**config.mk**
```make
export PLATFORM = sky130hd
export DESIGN_NAME = level_sequencer
export DESIGN_NICKNAME = d
export VERILOG_FILES = /design/src/rtl/level_sequencer.sv
export SDC_FILE = /design/constraint.sdc
export NUM_CORES = 1
export LEC_CHECK = 0
export BUFFER_PORTS_ARGS = -buffer_cell sky130_fd_sc_hd__buf_4
export CORE_AREA = 8 8 64 66
export DETAILED_ROUTE_END_ITERATION = 12
export DIE_AREA = 0 0 72 74
export GPL_TIMING_DRIVEN = 0
export PLACE_DENSITY = 0.78
export SETUP_SLACK_MARGIN = 0.5
export SLEW_MARGIN = 10
export SYNTH_ARGS = -nofsm -noshare
export SYNTH_HDL_FRONTEND = slang
export SYNTH_SLANG_ARGS = --single-unit
```
**constraint.sdc**
```tcl
create_clock -name clk -period 3.2 [get_ports clk]
set_clock_uncertainty 0.2 [all_clocks]
set_input_delay 0.64 -clock clk [delete_from_list [all_inputs] [get_ports clk]]
set_output_delay 0.64 -clock clk [all_outputs]
set_load 0.01 [all_outputs]
```
**src/rtl/level_sequencer.sv**
```systemverilog
// level_sequencer: frame-paced game-flow FSM for the slingshot game (load, aim, flight, settle, level/game outcome)
//
// Ports:
//   clk                 system clock
//   resetN              asynchronous active-low reset
//   startOfFrame        one-cycle pulse at each frame start
//   start_key           one-cycle pulse, start/restart game (IDLE, GAME_WON, GAME_OVER only)
//   launch_key          one-cycle pulse, release bird (AIM only)
//   bird_stopped        bird left the screen or came to rest (FLIGHT only)
//   pigs_left[3:0]      live pig count from the level
//   collision_bird_pig  bird-pig overlap this pixel
//   current_level[3:0]  0-based level index
//   birds_left[2:0]     birds not yet launched in this level
//   state[2:0]          IDLE=0 LOAD=1 AIM=2 FLIGHT=3 SETTLE=4 LEVEL_WON=5 GAME_WON=6 GAME_OVER=7
//   load_level          one-cycle pulse on the first LOAD cycle
//   bird_reset          hold bird on slingshot (low only in AIM/FLIGHT)
//   launch_enable       launch permitted (AIM)
//   level_won, game_won, game_over  status flags
//   score[15:0]         player score
//
// Build option: LEVEL_SEQ_SCORE_EN enables scoring; without it score is tied to 0.
module level_sequencer #(
  parameter int NUM_LEVELS      = 3,
  parameter int BIRDS_PER_LEVEL = 3,
  parameter int LOAD_FRAMES     = 2,
  parameter int SETTLE_FRAMES   = 30,
  parameter int BANNER_FRAMES   = 60
) (
  input  logic        clk,
  input  logic        resetN,
  input  logic        startOfFrame,
  input  logic        start_key,
  input  logic        launch_key,
  input  logic        bird_stopped,
  input  logic [3:0]  pigs_left,
  input  logic        collision_bird_pig,
  output logic [3:0]  current_level,
  output logic [2:0]  birds_left,
  output logic [2:0]  state,
  output logic        load_level,
  output logic        bird_reset,
  output logic        launch_enable,
  output logic        level_won,
  output logic        game_won,
  output logic        game_over,
  output logic [15:0] score
);
  typedef enum logic [2:0] {
    IDLE      = 3'd0,
    LOAD      = 3'd1,
    AIM       = 3'd2,
    FLIGHT    = 3'd3,
    SETTLE    = 3'd4,
    LEVEL_WON = 3'd5,
    GAME_WON  = 3'd6,
    GAME_OVER = 3'd7
  } state_e;

  localparam logic [7:0] LOAD_LAST   = 8'(LOAD_FRAMES - 1);
  localparam logic [7:0] SETTLE_LAST = 8'(SETTLE_FRAMES - 1);
  localparam logic [7:0] BANNER_LAST = 8'(BANNER_FRAMES - 1);
  localparam logic [3:0] LAST_LEVEL  = 4'(NUM_LEVELS - 1);
  localparam logic [2:0] BIRDS_INIT  = 3'(BIRDS_PER_LEVEL);

  state_e      state_q, state_d;
  logic [7:0]  frame_q;
  logic        entry_q;
  logic [3:0]  level_q, level_d;
  logic [2:0]  birds_q, birds_d;
  logic        frame_tick, frame_done, new_game, entering;
  logic [7:0]  frame_last;

  // The entry cycle's frame pulse is deliberately not counted.
  assign frame_tick = startOfFrame && !entry_q;
  assign frame_last = (state_q == LOAD) ? LOAD_LAST : (state_q == SETTLE) ? SETTLE_LAST : BANNER_LAST;
  assign frame_done = frame_tick && (frame_q == frame_last);
  assign new_game   = start_key && (state_q == IDLE || state_q == GAME_WON || state_q == GAME_OVER);

  always_comb begin
    state_d = state_q;
    level_d = level_q;
    birds_d = birds_q;
    case (state_q)
      IDLE, GAME_WON, GAME_OVER: begin
        if (start_key) begin
          state_d = LOAD;
          level_d = '0;
        end
      end
      LOAD:   state_d = frame_done ? AIM : LOAD;
      AIM: begin
        if (launch_key) begin
          state_d = FLIGHT;
          birds_d = birds_q - 3'd1;
        end
      end
      FLIGHT: state_d = bird_stopped ? SETTLE : FLIGHT;
      SETTLE: begin
        if (frame_done)
          state_d = (pigs_left == 4'd0) ? LEVEL_WON : (birds_q == 3'd0) ? GAME_OVER : AIM;
      end
      LEVEL_WON: begin
        if (frame_done) begin
          state_d = (level_q == LAST_LEVEL) ? GAME_WON : LOAD;
          level_d = (level_q == LAST_LEVEL) ? level_q : level_q + 4'd1;
        end
      end
      default: state_d = IDLE;
    endcase
    if (state_d == LOAD && state_q != LOAD) birds_d = BIRDS_INIT;
  end

  assign entering = (state_d != state_q);

  always_ff @(posedge clk or negedge resetN) begin
    if (!resetN) begin
      state_q       <= IDLE;
      frame_q       <= '0;
      entry_q       <= 1'b0;
      level_q       <= '0;
      birds_q       <= '0;
      load_level    <= 1'b0;
      bird_reset    <= 1'b1;
      launch_enable <= 1'b0;
      level_won     <= 1'b0;
      game_won      <= 1'b0;
      game_over     <= 1'b0;
    end else begin
      state_q       <= state_d;
      level_q       <= level_d;
      birds_q       <= birds_d;
      entry_q       <= entering;
      frame_q       <= entering ? 8'd0 : frame_tick ? frame_q + 8'd1 : frame_q;
      load_level    <= entering && (state_d == LOAD);
      bird_reset    <= !(state_d == AIM || state_d == FLIGHT);
      launch_enable <= (state_d == AIM);
      level_won     <= (state_d == LEVEL_WON);
      game_won      <= (state_d == GAME_WON);
      game_over     <= (state_d == GAME_OVER);
    end
  end

  assign state         = state_q;
  assign current_level = level_q;
  assign birds_left    = birds_q;

`ifdef LEVEL_SEQ_SCORE_EN
  logic [15:0] score_q;
  logic        armed_q;
  logic        hit, won_entry;
  logic [17:0] sum;

  // One hit award per frame; a frame pulse re-arms in the same cycle it arrives.
  assign hit       = collision_bird_pig && (armed_q || startOfFrame) && (state_q == FLIGHT || state_q == SETTLE);
  assign won_entry = (state_d == LEVEL_WON) && (state_q != LEVEL_WON);
  assign sum       = 18'(score_q) + (hit ? 18'd10 : 18'd0) + (won_entry ? 18'(birds_q) * 18'd100 : 18'd0);

  always_ff @(posedge clk or negedge resetN) begin
    if (!resetN) begin
      score_q <= '0;
      armed_q <= 1'b1;
    end else begin
      score_q <= new_game ? 16'd0 : (sum > 18'h0FFFF) ? 16'hFFFF : sum[15:0];
      armed_q <= hit ? 1'b0 : startOfFrame ? 1'b1 : armed_q;
    end
  end

  assign score = score_q;
`else
  logic unused_score_inputs;
  assign unused_score_inputs = collision_bird_pig ^ new_game;
  assign score = '0;
`endif
endmodule

```
== Word level (Yosys, flattened, before mapping) ==
Index checks and enable logic that the tools add are counted.

* $add $sub $neg: 3
* Eq/ne operators: 20
* Mux-type cells: 21
* Reductions and logical operators: 17

{| class="wikitable"
|+ Operators by type and width
! operator !! count
|-
| $mux 3 || 11
|-
| $eq 3x3->1 const B || 7
|-
| $pmux 3 s6 || 1
|-
| $mux 8 || 2
|-
| $eq 3x2->1 const B || 4
|-
| $mux 4 || 3
|-
| $mux 6 || 2
|-
| $add 8x1->8 const B || 1
|-
| $eq 8x6->1 || 1
|-
| $pmux 4 s2 || 1
|-
| $reduce_bool 2->1 || 4
|-
| $eq 3x1->1 const B || 2
|-
| $logic_not 3->1 || 2
|-
| $ne 2x2->1 const B || 3
|-
| $add 4x1->4 const B || 1
|-
| $eq 4x2->1 const B || 1
|-
| $logic_and 1x1->1 || 4
|-
| $logic_not 4->1 || 1
|-
| $reduce_and 4->1 || 1
|-
| $ne 3x1->1 const B || 1
|-
| $ne 3x3->1 || 1
|-
| $reduce_or 3->1 || 1
|-
| $sub 3x1->3 const B || 1
|-
| $logic_not 1->1 || 2
|-
| 3 further kinds || 3
|}

* Flip-flop bits (word level): 25
* Bits of input ports: 11
* Output and inout port bits: 32
* Word-level logic and storage cells: 72

== Longest topological paths before layout ==
Gate-level depths: netlist of run 1.

* Depth after elaboration: 11
* Depth in mapped cells: 10
* Mapped depth without buffers: 10

== Least setup slack after synthesis of run 1 ==
No wires, ideal clock.

* Path type: register -> register
* Start: register state_q[2], in the netlist state[2]
* End: register level_q[0], in the netlist current_level[0]
* Library setup time: 127 ps
* Data arrival time: 2368 ps
* Required time: 2873 ps
* Setup slack: 505 ps
* Stages on the path, launching flop included: 10
* Path buffers: 1
* Period minus slack after synthesis: 2695 ps
* Cell sequence: dfrtp_1 > buf_4 > xnor2_1 > or4_1 > a21oi_2 > nand4_1 > a221oi_4 > nand4_2 > inv_2 > mux2_1

* Cells in the longest elaborated chain, start to end: 7
* Elaborated cells between the ends (all ways): 17
* Those cells by class: 9 x eq/ne; 3 x mux; 5 x reduce/logical

{| class="wikitable"
|+ RTL lines
! element !! line !! text
|-
| from (decl) || 65 || <nowiki>state_e state_q, state_d;</nowiki>
|-
| from (signal assigned) || 129 || <nowiki>state_q <= state_d;</nowiki>
|-
| $eq 3x3->1 || 75 || <nowiki>assign frame_last = (state_q == LOAD) ? LOAD_LAST : (state_q == SETTLE) ? SETTLE_LAST : BANNER_LAST;</nowiki>
|-
| $mux 6 (2 in a row) || 75 ||
|-
| $eq 8x6->1 || 76 || <nowiki>assign frame_done = frame_tick && (frame_q == frame_last);</nowiki>
|-
| $logic_and 1x1->1 || 76 ||
|-
| $ne 2x2->1 (no source line) || -- ||
|-
| $reduce_and 4->1 (no source line) || -- ||
|-
| to (signal assigned) || 130 || <nowiki>level_q <= level_d;</nowiki>
|-
| to (decl) || 68 || <nowiki>logic [3:0] level_q, level_d;</nowiki>
|}

Parallel ways exist; a longest one is shown, timed or not.
A chain may end at the register's enable or synchronous reset.

== Final worst setup path of run 1 ==
* Start: register state_q[2], in the netlist state[2]
* End: register level_q[1], in the netlist current_level[1]

The elaborated chain is that of the path after synthesis.

==> results of run 1 <==
==> registers in the layout, summed over array words and instances, names as in the netlist <==
name	cells
state	3
load_level	1
birds_left	3
bird_reset	1
level_won	1
frame_q	8
launch_enable	1
game_over	1
game_won	1
entry_q	1
current_level	4
==> cells in the final DEF (no fill, tap or decap), drive strengths merged, types with 2 or more instances in the layout <==
cell type / instances
a21oi: 5
a31oi: 2
and3: 6
buf: 51
clkbuf: 7
conb: 16
dfrtp: 24
ha: 5
inv: 9
mux2: 2
mux2i: 2
nand2: 15
nand2b: 5
nand3: 3
nand4: 3
nor2: 17
nor2b: 3
nor3: 3
nor3b: 2
o211ai: 2
o21a: 2
o21ai: 7
xnor2: 4
xor2: 5
==> Yosys cell counts, drive strengths merged (2+ instances only) <==
| cell | n |
|---|---|
| dfrtp | 24 |
| buf | 18 |
| nor2 | 17 |
| nand2 | 15 |
| inv | 9 |
| o21ai | 7 |
| and3 | 6 |
| a21oi | 5 |
| ha | 5 |
| nand2b | 5 |
| xor2 | 5 |
| xnor2 | 4 |
| clkbuf | 3 |
| nand3 | 3 |
| nand4 | 3 |
| nor2b | 3 |
| nor3 | 3 |
| a31oi | 2 |
| mux2 | 2 |
| mux2i | 2 |
| nor3b | 2 |
| o211ai | 2 |
| o21a | 2 |
==> final timing paths <==
kind | startpoint | to | slack [ns] | depth (start not counted)
min | resetN | birds_left[0] | -0.002 | 1
max in group asynchronous | resetN | bird_reset | 2.52 | 1
max reg2reg | state[2] | current_level[1] | 0.51 | 9
min reg2reg | frame_q[7] | frame_q[7] | 0.36 | 2
max | state[2] | current_level[1] | 0.51 | 9
min in group clk | frame_q[7] | frame_q[7] | 0.36 | 2
==> power breakdown <==
group	total [uW]	internal, uW	leakage, uW	switching [uW]
Combinational	593	283	0.000678	309
Clock	139	48.8	0.0000150	90.6
Sequential	477	385	0.000323	91.3
==> layout make-up <==
type,instances,area [um^2]
sequential,25,628.1
buffer,21,150.1
clock buffer,4,26.28
fill,284,1151
tap,46,57.56
inverter,9,36.28
multi-input combinational,130,882.1
timing repair buffer,33,247.7
==> metal layers <==
metal / track usage (%) / up-vias / wire [um]
li1: - / 664 / -
met1: 13.93 / 660 / 1425
met2: 24.70 / 34 / 1884
met3: 3.908 / 5 / 177
met4: 3.628 / 0 / 38
met5: 0 / - / 0
==> cells by family (layout without fill, tap and decap cells) <==
| kind of cell | after synthesis | count (layout) |
|---|---|---|
| flip-flops | 25 | 25 |
| XOR/XNOR | 9 | 9 |
| AND/OR/NAND/NOR | 65 | 65 |
| buffers and inverters | 30 | 67 |
| multiplexers | 4 | 4 |
| AO/OA/AOI/OAI | 31 | 31 |
| other | 1 | 16 |
| adder cells (fa/ha/maj) | 5 | 5 |
==> metrics by stage <==
stage / total power (uW) / std cells / util, % / hold slack [ns]
3_3_place_gp: 954.5 / 256 / 58.76 / 0.3217
4_1_cts: 1148 / 266 / 61.75 / 0.01093
5_1_grt: 1304 / 268 / 63.79 / 0.006071
2_1_floorplan: 820.6 / 185 / - / 0.1444
3_5_place_dp: 973.5 / 256 / 58.76 / 0.3407
6_report: 1209 / 268 / 63.79 / -0.001511
==> repair_timing <==
action	4_1_cts	5_1_grt
hold endpoints to repair	0	0
pin swaps	5	7
endpoints found under the setup margin	5	13
hold buffers	0	0
buffers inserted	6	2
resized for setup	6	12
==> qor.txt, run 1 <==
status: complete, but fails checks
violations in the final reports: negative hold slack
gpl congestion: 0.8761
Crit Path Max Fanout: 4
pre-CTS WS: 0.2224 ns
Post-synth EDFFs: 0
critical-path cell list: buf_6 -> xnor2_4 -> or4_4 -> a21oi_4 -> nand4_1 -> a221oi_4 -> nand4_4 -> inv_4 -> mux2_4
Lkg Pwr: 0.001015 uW
pwr dens: 596.0 nW/um^2
Post-Synth XOR/XNOR Area: 5.032%
multiplexer share of the synthesized area: 2.716%
router iterations before antenna repair: 4
Tmin final: 2.692 ns
Synth area leaders: dfrtp_1 (38%), buf_4 (8.1%), nor2_1 (4.1%)
initial antenna violation count: 0
number of synthesized register bits: 25
clock sinks: 25
layout cells sized above 1: 31.08%
complex-gate fraction of the synthesized area: 15.10%
CTS Root Cell: clkbuf_4
setup slack after layout: 0.5078 ns
Clock Tree Buf Depth: 2
slowest stage delay, CP: 0.43 ns
DR WL/cell: 13.16 um
fmax: 371.4 MHz
Synth Cell Area: 1567 um^2
Seq/Total Area, Yosys: 40.02%
GRT Util Overall: 13.15%
Critical Path RT: 3.22 ns
drt via density: 5.086
vias in the first global route: 1326
Distinct cells, synth: 50
synth-to-layout area growth: 29.47%
CP Capture Type: flip-flop
RSZ-0062 raised after global routing: yes
ANT cells: 0
final net count: 239
routed via count: 1363
simple-gate share of the synthesized area: 21.57%
critical path class: flip-flop to flip-flop
Top FF cell, synth: dfrtp_1
syn avg cell area: 9.215 um^2
hold_ws: -0.001511 ns
final setup fails: 0
Synth area leader: dfrtp_1
slowest CP cell: or4_4
Final Hold Viols: 3
design area: 2028 um^2
GRT overflow: 0
Synth async-reset ratio: 100.0%
top-area cell type share of the netlist area: 38.34%
Min-Delay Path Class: input pin to asynchronous set/reset pin
first-pass GRT wire length: 5664 um
post-route ant nets: 0
Starting Density: 49.27%
Final period util: 84.13%
max-cap violation count: 0
Core Area: 3179 um^2
Worst-Skew Late Latency: 0.32 ns
H-tree levels: 1
Post-DP Area: 1868 um^2
Inserted Clock Buffers: 3
die outline width: 72 um
Slew Viols, Final: 0
post-synthesis adder-cell area fraction: 3.994%
Buffers & Inverters on Critical Path: 2
WL final: 3526 um
Setup TNS: 0 ns
Final HPWL DP: 2600 um
yosys warns: 0
I/O Buffers: 25
CTS clk-pin slew, worst paths: 0.13 ns
DR DRC count: 0
Boundary Pins: 43
main combinational cell family by area after synthesis: simple AND/OR/NAND/NOR gates
DRT iter0 DRCs: 50
overall die area: 5328 um^2
Top delay family on crit path: simple AND/OR/NAND/NOR gates
chip height: 74 um
num rows: 21
Max VDD drop: 290.0 uV
crit start category: flip-flop
TritonCTS clock tree: built
pin count of the biggest net entering global routing: 26
CP arrival: 2.71 ns
Syn Inst Count: 170
Note: power is estimated with default switching activity, not from simulation.
==> run 2, diff against run 1 <==
--- a/config.mk
+++ b/config.mk
@@ -5,12 +5,13 @@
 export SDC_FILE = /design/constraint.sdc
 export NUM_CORES = 1
 export LEC_CHECK = 0
+export ABC_AREA = 1
 export BUFFER_PORTS_ARGS = -buffer_cell sky130_fd_sc_hd__buf_4
-export CORE_AREA = 8 8 64 66
+export CORE_AREA = 8 8 66 68
 export DETAILED_ROUTE_END_ITERATION = 12
-export DIE_AREA = 0 0 72 74
+export DIE_AREA = 0 0 74 76
 export GPL_TIMING_DRIVEN = 0
-export PLACE_DENSITY = 0.78
+export PLACE_DENSITY = 0.76
 export SETUP_SLACK_MARGIN = 0.5
 export SLEW_MARGIN = 10
 export SYNTH_ARGS = -nofsm -noshare
==> constraint.sdc (replaced) <==
create_clock -name clk -period 2.6 [get_ports clk]
set_clock_uncertainty 0.2 [all_clocks]
set_input_delay 0.52 -clock clk [delete_from_list [all_inputs] [get_ports clk]]
set_output_delay 0.52 -clock clk [all_outputs]
set_load 0.01 [all_outputs]
==> run 2 against run 1 <==
Net effect: the run now ends clean; sequential power rose by 18%; critical path depth up 4; die area rose by 5.6%; highest routed layer unchanged; via count up 7.9%; final cell count up 16%; combinational power increased to 2.9 times the previous value.
==> qor.txt, run 2 <==
status: finished clean
Final Hold Viols: 0
ANT cells: 0
Hold Crit Start: launch_key
pwr dens: 1100 nW/um^2
initial antenna violation count: 0
Lkg Pwr: 0.001146 uW
Synth async-reset ratio: 100.0%
Clock Tree Buf Depth: 2
top-count cell post-synth: nand2_1
Starting Density: 48.00%
CP Capture Type: flip-flop
Inserted Clock Buffers: 3
Placed Cells: 291
Worst-Skew Late Latency: 0.33 ns
first-pass GRT wire length: 6603 um
critical path class: flip-flop to flip-flop
GRT Util Overall: 14.43%
layout cells sized above 1: 45.04%
max-cap violation count: 0
Synth area leader: dfrtp_1
Min-Delay Path Class: input pin to flip-flop
Crit Path Max Fanout: 5
final cell count without fillers: 310
router iterations before antenna repair: 4
Post-synth EDFFs: 0
crit start category: flip-flop
CP arrival: 2.30 ns
post-route ant nets: 0
Critical Path RT: 2.67 ns
Top delay family on crit path: simple AND/OR/NAND/NOR gates
DR DRC count: 0
vias in the first global route: 1431
CP Depth: 13
Buffers & Inverters on Critical Path: 2
Final period util: 85.97%
Distinct cells, synth: 35
leading cell type in the layout, fill and taps excluded: buf_4
die outline width: 74 um
fmax: 447.4 MHz
I/O Buffers: 25
slowest stage delay, CP: 0.50 ns
RSZ-0062 raised after global routing: yes
routed via count: 1471
synth-to-layout area growth: 34.77%
top-area cell type share of the netlist area: 36.36%
commonest cells in the netlist: nand2_1 (32), dfrtp_1 (24), inv_1 (24)
chip height: 76 um
Syn Inst Count: 203
WL final: 4025 um
setup slack after layout: 0.3648 ns
DRT iter0 DRCs: 59
Synth Cell Area: 1652 um^2
Setup TNS: 0 ns
Tmin final: 2.235 ns
FF-to-FF setup slack: 0.36 ns
pin count of the biggest net entering global routing: 26
max reg flops: 8
Final HPWL DP: 2643 um
design area: 2226 um^2
r2r worst-path depth: 13
Largest Register: frame_q
DR WL/cell: 12.98 um
final net count: 279
gpl congestion: 0.8572
Top FF cell, synth: dfrtp_1
H-tree levels: 1
syn avg cell area: 8.136 um^2
Slew Viols, Final: 0
drt via density: 4.745
commonest non-fill, non-tap cells in the layout: buf_4 (54), nand2_1 (26), inv_1 (22), dfrtp_1 (22), conb_1 (16)
CTS Root Cell: clkbuf_4
Core Area: 3441 um^2
clock sinks: 25
CP startpoint: state[1]
yosys warns: 0
slowest CP cell: dfrtp_2
reg-to-reg endpoint: frame_q[6]
number of synthesized register bits: 25
pre-CTS WS: 0.1677 ns
TritonCTS clock tree: built
Max VDD drop: 889.8 uV
Post-DP Area: 1956 um^2
CTS clk-pin slew, worst paths: 0.14 ns
Seq/Total Area, Yosys: 37.95%
CP endpoint: frame_q[6]
final setup fails: 0
GRT overflow: 0
Filler cells: 291
R2R Path Start: state[1]
Synth area leaders: dfrtp_1 (36%), buf_4 (7.7%), nand2_1 (7.3%)
overall die area: 5624 um^2
num rows: 22
Boundary Pins: 43
critical-path cell list: inv_4 -> nand2_2 -> nand2_1 -> nand3_2 -> nand2_2 -> nor2_8 -> nand3_2 -> nand2_4 -> nand4_2 -> inv_2 -> a21oi_4 -> nand3_4 -> nor2_2
[run 2: area by class of cell]
type,count,area [um^2],area share (%)
Clock buffer,4,26.28,1.180
Buffer,17,131.4,5.902
Inverter,28,117.6,5.284
Timing Repair Buffer,39,295.3,13.27
Sequential cell,25,629.4,28.27
Tap cell,48,60.06,2.698
Multi-Input combinational cell,149,965.9,43.40
[run 2: routing by layer]
metal	vias up	track usage [%]	part of all wire [%]	wire length, um
met5	-	0	0	0
met4	0	6.200	2.1	84
met3	9	3.158	6.6	266
met2	47	25.00	52	2079
met1	679	16.08	40	1595
li1	736	-	-	-
[run 2: worst min path at each step]
| stage | end | slack (ns) | cells past startpoint |
|---|---|---|---|
| after detailed placement | current_level[0] | 0.24 | 1 |
| after global routing | birds_left[0] | 0.31 | 3 |
| after global placement | current_level[0] | 0.24 | 1 |
| after floorplan | birds_left[0] | 0.02 | 0 |
| final | birds_left[2] | 0.30 | 3 |
| after CTS | birds_left[2] | 0.30 | 3 |
[run 2: repair_timing]
item	CTS	global route
setup endpoints to repair	18	21
pin swaps	10	3
hold buffers	1	0
resized for setup	22	12
endpoints found under the hold margin	24	0
gates cloned	1	0
buffers inserted	10	3
[run 2: kinds of logic (layout without fill, tap and decap cells)]
| logic type | count (synthesis) | after routing | synth area share (%) |
|---|---|---|---|
| AOI/OAI and AO/OA | 19 | 19 | 6.895 |
| DFF | 25 | 25 | 37.96 |
| buffers and inverters | 45 | 88 | 14.09 |
| and+or+nand+nor | 103 | 104 | 34.39 |
| xor gates and xnor gates | 5 | 5 | 2.651 |
| adders and majority gates | 5 | 5 | 3.788 |
| other | 1 | 16 | 0.2271 |
[run 2: worst min-delay path, delay by kind of cell]
| family | cells | cell delay (ns) |
|---|---|---|
| buffers and inverters | 1 | 0.09 |
| AO/OA/AOI/OAI | 2 | 0.20 |
[run 2: power by group]
| part | switching, uW | total [uW] | internal (uW) |
|---|---|---|---|
| combinational | 1030 | 1700 | 673 |
| clock | 121 | 182 | 60.2 |
| sequential | 75.1 | 565 | 490 |
[run 2: metrics by stage]
stage | power, uW | util (%) | hold slack, ns
5_1_grt | 2630 | 64.69 | 0.3069
4_1_cts | 2245 | 62.73 | 0.3014
6_report | 2448 | 64.69 | 0.3001
3_5_place_dp | 1749 | 56.84 | 0.2425
2_1_floorplan | 1442 | - | 0.02441
3_3_place_gp | 1732 | 56.84 | 0.2410
